**src/rtl/dmem_arbiter.sv**
```systemverilog
// Shares the single-ported MWB data RAM between the pipeline (P) and debug (D) requesters:
// round-robin grant, IDLE/ISSUE/WAIT/RESP access sequencer, alignment and range checking.
module dmem_arbiter #(
  parameter int MEM_WORDS = 128,
  parameter int AW        = 7
) (
  input  logic          clk,
  input  logic          rst_n,
  input  logic          p_req,
  input  logic          p_we,
  input  logic [31:0]   p_addr,
  input  logic [31:0]   p_wdata,
  output logic [31:0]   p_rdata,
  output logic          p_ack,
  output logic          p_err,
  output logic          p_stall,
  input  logic          d_req,
  input  logic          d_we,
  input  logic [31:0]   d_addr,
  input  logic [31:0]   d_wdata,
  output logic [31:0]   d_rdata,
  output logic          d_ack,
  output logic          d_err,
  output logic          mem_en,
  output logic          mem_we,
  output logic [AW-1:0] mem_addr,
  output logic [31:0]   mem_wdata,
  input  logic [31:0]   mem_rdata
);

  typedef enum logic [1:0] {
    IDLE  = 2'd0,
    ISSUE = 2'd1,
    WAIT  = 2'd2,
    RESP  = 2'd3
  } state_t;

  typedef enum logic {
    OWN_P = 1'b0,
    OWN_D = 1'b1
  } owner_t;

  // The range check uses the full 30-bit word index so large addresses never alias into the RAM.
  localparam logic [29:0] WORD_LIMIT = 30'(MEM_WORDS);

  state_t        state;
  owner_t        owner;
  owner_t        last_owner;
  logic          lat_we;
  logic [AW-1:0] lat_word;
  logic [31:0]   lat_wdata;
  logic          lat_err;

  logic          grant_d;
  logic          sel_we;
  logic [31:0]   sel_addr;
  logic [31:0]   sel_wdata;
  logic          sel_err;
  logic          in_issue;
  logic          in_resp;

  // A lone request wins outright; on a tie the port not served last wins.
  assign grant_d   = d_req & (~p_req | (last_owner == OWN_P));
  assign sel_we    = grant_d ? d_we    : p_we;
  assign sel_addr  = grant_d ? d_addr  : p_addr;
  assign sel_wdata = grant_d ? d_wdata : p_wdata;
  assign sel_err   = (sel_addr[1:0] != 2'b00) | (sel_addr[31:2] >= WORD_LIMIT);

  always_ff @(posedge clk or negedge rst_n) begin
    if (!rst_n) begin
      state      <= IDLE;
      owner      <= OWN_P;
      last_owner <= OWN_D;
      lat_we     <= 1'b0;
      lat_word   <= '0;
      lat_wdata  <= '0;
      lat_err    <= 1'b0;
      p_rdata    <= '0;
      d_rdata    <= '0;
    end else begin
      case (state)
        IDLE: begin
          if (p_req | d_req) begin
            owner      <= grant_d ? OWN_D : OWN_P;
            last_owner <= grant_d ? OWN_D : OWN_P;
            lat_we     <= sel_we;
            lat_word   <= sel_addr[AW+1:2];
            lat_wdata  <= sel_wdata;
            lat_err    <= sel_err;
            if (sel_err) begin
              // Bad accesses skip the RAM entirely and answer with zero data.
              state <= RESP;
              if (grant_d) begin
                d_rdata <= '0;
              end else begin
                p_rdata <= '0;
              end
            end else begin
              state <= ISSUE;
            end
          end
        end
        ISSUE: begin
          state <= WAIT;
        end
        WAIT: begin
          if (owner == OWN_D) begin
            d_rdata <= lat_we ? 32'h0 : mem_rdata;
          end else begin
            p_rdata <= lat_we ? 32'h0 : mem_rdata;
          end
          state <= RESP;
        end
        RESP: begin
          state <= IDLE;
        end
        default: begin
          state <= IDLE;
        end
      endcase
    end
  end

  // Outputs decode registered state only, so they drop the instant reset asserts.
  assign in_issue  = (state == ISSUE);
  assign in_resp   = (state == RESP);

  assign mem_en    = in_issue;
  assign mem_we    = in_issue & lat_we;
  assign mem_addr  = in_issue ? lat_word  : '0;
  assign mem_wdata = in_issue ? lat_wdata : 32'h0;

  assign p_ack     = in_resp & (owner == OWN_P);
  assign d_ack     = in_resp & (owner == OWN_D);
  assign p_err     = p_ack & lat_err;
  assign d_err     = d_ack & lat_err;
  assign p_stall   = p_req & ~p_ack;

endmodule

```
**config.mk**
```make
export PLATFORM = sky130hd
export DESIGN_NAME = dmem_arbiter
export DESIGN_NICKNAME = d
export VERILOG_FILES = /design/src/rtl/dmem_arbiter.sv
export SDC_FILE = /design/constraint.sdc
export NUM_CORES = 1
export LEC_CHECK = 0
export CORE_MARGIN = 2
export CORE_UTILIZATION = 47
export CTS_BUF_LIST = sky130_fd_sc_hd__clkbuf_16
export DETAILED_ROUTE_END_ITERATION = 8
export PLACE_DENSITY = 0.87
export SLEW_MARGIN = 0
export SYNTH_ARGS = -nofsm -noshare
export SYNTH_HDL_FRONTEND = slang
export SYNTH_SLANG_ARGS = --single-unit
```
**constraint.sdc**
```tcl
create_clock -name clk -period 4.5 [get_ports clk]
set_input_delay 0.9 -clock clk [delete_from_list [all_inputs] [get_ports clk]]
set_output_delay 0.9 -clock clk [all_outputs]
set_load 0.01 [all_outputs]
```
-- Word level (Yosys, flattened, before mapping)
Index checks and enable logic that the tools add are counted.
W data, S select, Z words.
- $lt $le $gt $ge: 1
- eq/ne operators: 9
- multiplexer cells: 20
- bitwise logic cells: 14
- reduce and logical (&&, ||, !) cells: 6
- operator list (cell ; number):
    $mux W32 ; 12
    $pmux W32 S2 ; 2
    $ge A30 B8 Y1 const B ; 1
    $ne A2 B2 Y1 const B ; 6
    $reduce_and A5 Y1 ; 2
    $pmux W2 S4 ; 1
    $and A1 B1 Y1 ; 7
    $mux W7 ; 1
    $eq A2 B2 Y1 const B ; 2
    $mux W2 ; 2
    $not A1 Y1 ; 4
    $reduce_bool A2 Y1 ; 2
    $or A1 B1 Y1 ; 3
    $eq A2 B1 Y1 const B ; 1
    $logic_not A2 Y1 ; 1
    $mux W1 ; 2
    $reduce_and A2 Y1 ; 1
- register bits after elaboration: 109
- bits of input ports: 166
- output and inout bits: 110
- word-level logic and storage cells: 59

-- Logic depth before layout (Yosys ltp)
- depth after elaboration: 9
- mapped depth: 9
- mapped depth without buffers: 7

-- Worst setup path before layout
No wires, ideal clock.
- kind: input -> register
- from: in d_req
- to: reg p_rdata[11]
- setup time: 141 ps
- arrival: 2115 ps
- slack: 2244 ps
- stages on the path: 8
- buffers on the path: 3
- cells stage by stage: a21boi_1 -> buf_2 -> nand4b_1 -> o22a_1 -> buf_4 -> buf_2 -> a211oi_1 -> a31oi_1
- word-level cells in the longest chain between the ends: 6
- elaborated cells on any way between the ends: 10
- classes of those cells: 1 x order compare; 3 x eq/ne; 1 x mux; 3 x bitwise; 2 x reduce/logical
- ends and longest elaborated chain (element ; RTL line ; source):
    start: declaration ; 17 ; input logic d_req,
    $and A1 B1 Y1 ; 63 ; assign grant_d = d_req & (~p_req | (last_owner == OWN_P));
    $mux W32 ; 65 ; assign sel_addr = grant_d ? d_addr : p_addr;
    $ge A30 B8 Y1 / $reduce_bool A2 Y1 (equally long branches) ; 67 ; assign sel_err = (sel_addr[1:0] != 2'b00) | (sel_addr[31:2] >= WORD_LIMIT);
    $or A1 B1 Y1 ; 67 ;
    $ne A2 B2 Y1 (no line) ; -- ;
    $reduce_and A5 Y1 (no line) (*) ; -- ;
    end signal: assignment ; 110 ; p_rdata <= lat_we ? 32'h0 : mem_rdata;
    end: declaration ; 13 ; output logic [31:0] p_rdata,
Every way passes the cells marked *; elsewhere a longest branch is shown, timed or not.
A chain may end at the register's enable or synchronous reset.

-- Final worst setup path
- from: in p_req
- to: out p_stall
- word-level cells in the longest chain between the ends: 1
- ends and longest elaborated chain (element ; RTL line ; source):
    start: declaration ; 9 ; input logic p_req,
    $and A1 B1 Y1 ; 137 ; assign p_stall = p_req & ~p_ack;
    end: declaration ; 16 ; output logic p_stall,
Every way passes these cells.

==> impl_metrics.csv <==
group,metric,value,unit
route,first_pass_iters,6,
floorplanning,start_util,47.89,%
clocking,h-tree-depth,3,
clocking,cts_sinks,109,
route,drt-total-wl,22.91,mm
clocking,cts_hold_repair.buffers,0,
clocking,clkLatencyLatePin,350,ps
power,power_density,589.3,nW/um2
route,drc,0,
final_layout,seq_area,2729,um2
sta,min_period,3260,ps
setup_path,cp_max_fo,5,
clocking,cts_tree,"yes",
min_path,min_to,"lat_wdata[13]$_DFFE_PN0P_",
yosys,syn_inst,822,
clocking,post_cts_resized,0,
global_routing,grt_overflow,0,
sta,hold_viol,0,
setup_path,critPathLaunchType,"input pin",
power,switching_power,2.528,mW
yosys,synthTopCellsByArea,"dfrtp_1 41%, nand2_1 7.8%, a211oi_1 7.3%, mux2i_1 6.2%, a21oi_1 5.1%",
setup_path,reg2reg_from,"state[0]$_DFFE_PN0P_",
power,p_comb_share,54.9,%
final_layout,antenna_cells,0,
clocking,post-cts-setup-buffers,0,
yosys,synth_most_common_cell,"nand2_1",
sta,hold_ws,471.4,ps
min_path,hp-class,"reg -> reg",
clocking,clk_pin_slew,70,ps
placement,place_hpwl,15.82,mm
global_routing,grt_pass1_wl,35.95,mm
yosys,ys_types,31,
route,wl_per_cell,18.58,um
sta,maxSlewViolCount,0,
min_path,hp-start,"lat_wdata[13]$_DFFE_PN0P_",
route,ant_nets,0,
floorplanning,io_pins,276,
final_layout,syn_to_final_growth,47.60,%
power,p_clk_share,14.0,%
power,seqPwrFrac,31.1,%
global_routing,grt_max_degree,73,
route,routed-via-count,7269,
power,switching_share,43.89,%
flow_run,maxCapViolCount,0,
sta,setup_viol,0,
yosys,yosys_warnings,0,
yosys,ys.flop_type,"dfrtp_1",
power,leakagePower,3.828,nW
yosys,syn_nets,993,
yosys,synth-seq-cells,109,
sta,timing.final.crit_share,72.45,%
yosys,yosysTopAreaCellShare,40.82,%
setup_path,r2r_cells,7,
floorplanning,coreArea,13830,um2
sta,rsz0062_at_grt,"false",
clocking,cts_root_buf,"clkbuf_16",
yosys,synth_common_cells,"137 x nand2_1, 108 x dfrtp_1, 68 x nor2_1",
sta,tightest_slew,1183,ps
final_layout,drive_above_1_share,4.368,%
setup_path,criticalPathCategory,"in -> out",
floorplanning,die_w,122.7,um
power,p_int,3.232,mW
yosys,synth.avg_cell_area,8.055,um2
yosys,synth-edff-count,0,
sta,skew,8.302,ps
final_layout,fin_nets,1219,
yosys,synth_largest_area_cell,"dfrtp_1",
placement,io_buffers,275,
power,ir_worst_vdd,0.3124,mV
sta,tns,0,ps
setup_path,required,3600,ps
yosys,seq_area_frac_synth,41.21,%
floorplanning,die_area,15050,um2
setup_path,end_kind,"output port",
route,via_per_inst,5.895,
sta,slew_headroom,21.06,%
setup_path,crit_arrival,2360,ps
clocking,clock_path_buffers,2,
global_routing,antenna_found_initial,1,
setup_path,rr_endpoint,"p_rdata[15]$_DFFE_PN0P_",
clocking,cts_buffers,9,
yosys,postSynth.asyncResetShare,100.0,%
final_layout,nFillCells,1069,
sta,fmax,306.7,MHz
global_routing,gr-usage-all-layers,30.80,%
placement,place_congestion,0.8470,
outcome,run_status,"complete, no violations",
floorplanning,row_count,43,
yosys,syn_area,6621,um2
setup_path,regToRegSetupSlack,1390,ps
global_routing,grt_pass1_vias,6661,
final_layout,multi_input_area,3613,um2
min_path,min_path_cells,2,
route,initialDrtViolationCount,756,
floorplanning,die_y,122.7,um
sequential cells by signal, indices dropped and copies added, names as in the netlist:
| name | cells |
|---|---|
| lat_we | 1 |
| lat_wdata | 32 |
| p_rdata | 32 |
| d_rdata | 32 |
| owner | 1 |
| lat_word | 7 |
| lat_err | 1 |
| state | 2 |
| last_owner | 1 |
per-layer routing:
metal  GRT usage, %  routed length (um)
met5              0                  13
met4          9.339                 571
met3          8.597                2149
met2          48.90               10940
met1          40.95                9237
power by group through the flow:
stage	Combinational, mW	Sequential [mW]	Clock [mW]
floorplan	1.67	1.80	0
finish	3.16	1.79	0.809
global placement	3.07	1.78	0
global route	3.44	1.85	0.859
CTS	3.14	1.78	0.819
detailed placement	3.13	1.80	0
critical path, cell delays in order:
cell             delay (ps)
clkdlybuf4s50_1         650
inv_1                   100
nor2_1                  110
clkdlybuf4s50_1         600
cells by family (layout without fill, tap and decap cells):
kind of cell | Yosys count | count (layout) | share of synthesized area [%]
buf+inv | 85 | 316 | 5.178
mux | 42 | 42 | 6.368
simple gates | 335 | 335 | 22.64
fa+ha+maj | 5 | 5 | 0.9448
flops | 109 | 109 | 41.21
compound gates | 246 | 246 | 23.66
cells in the final DEF (no fill, tap or decap), types with 2 or more instances in the layout:
cell | Yosys | layout
and3_1 | 2 | 2
buf_4 | 1 | 20
ha_1 | 5 | 4
a211oi_1 | 64 | 64
nand3_2 | 0 | 2
clkinv_2 | 0 | 2
inv_1 | 6 | 7
clkbuf_16 | 0 | 9
nor4_1 | 10 | 10
a221oi_1 | 32 | 32
nor2_1 | 68 | 68
nand4_1 | 3 | 3
nor3_1 | 2 | 2
and2_1 | 42 | 42
a21oi_1 | 67 | 66
nand2_1 | 137 | 137
a31oi_1 | 33 | 33
o21ai_0 | 44 | 44
mux2i_1 | 41 | 41
nand3_1 | 67 | 65
clkdlybuf4s50_1 | 0 | 274
dfrtp_1 | 108 | 108
metrics by stage:
stage / instance area [um2] / power (mW) / setup slack, ps / util (%) / instances
floorplan: 6621 / 3.476 / 2244 / - / 822
global placement: 9483 / 4.848 / 1103 / 68.58 / 1217
detailed placement: 9483 / 4.926 / 1007 / 68.58 / 1217
CTS: 9773 / 5.747 / 1234 / 70.68 / 1233
global route: 9773 / 6.147 / 1108 / 70.68 / 1233
finish: 9773 / 5.760 / 1240 / 70.68 / 1233
area by class of cell:
cell class | count | share of cell area (%)
inverter | 6 | 0.2304
sequential | 109 | 27.92
timing repair buffer | 294 | 29.60
clock inverter | 7 | 0.6657
clock buffer | 9 | 2.304
multi-input combinational | 628 | 36.97
tap | 180 | 2.304
how the worst max path moves through the flow:
stage / startpoint / endpoint / slack (ps) / depth (start not counted)
floorplan: d_req / p_rdata[11]$_DFFE_PN0P_ / 2240 / 8
global placement: d_req / d_rdata[12]$_DFFE_PN0P_ / 1100 / 7
detailed placement: d_req / d_rdata[9]$_DFFE_PN0P_ / 1010 / 7
CTS: p_req / p_stall / 1230 / 4
global route: state[1]$_DFFE_PN0P_ / mem_addr[5] / 1110 / 5
finish: p_req / p_stall / 1240 / 4
(Power assumes the default switching activity.)
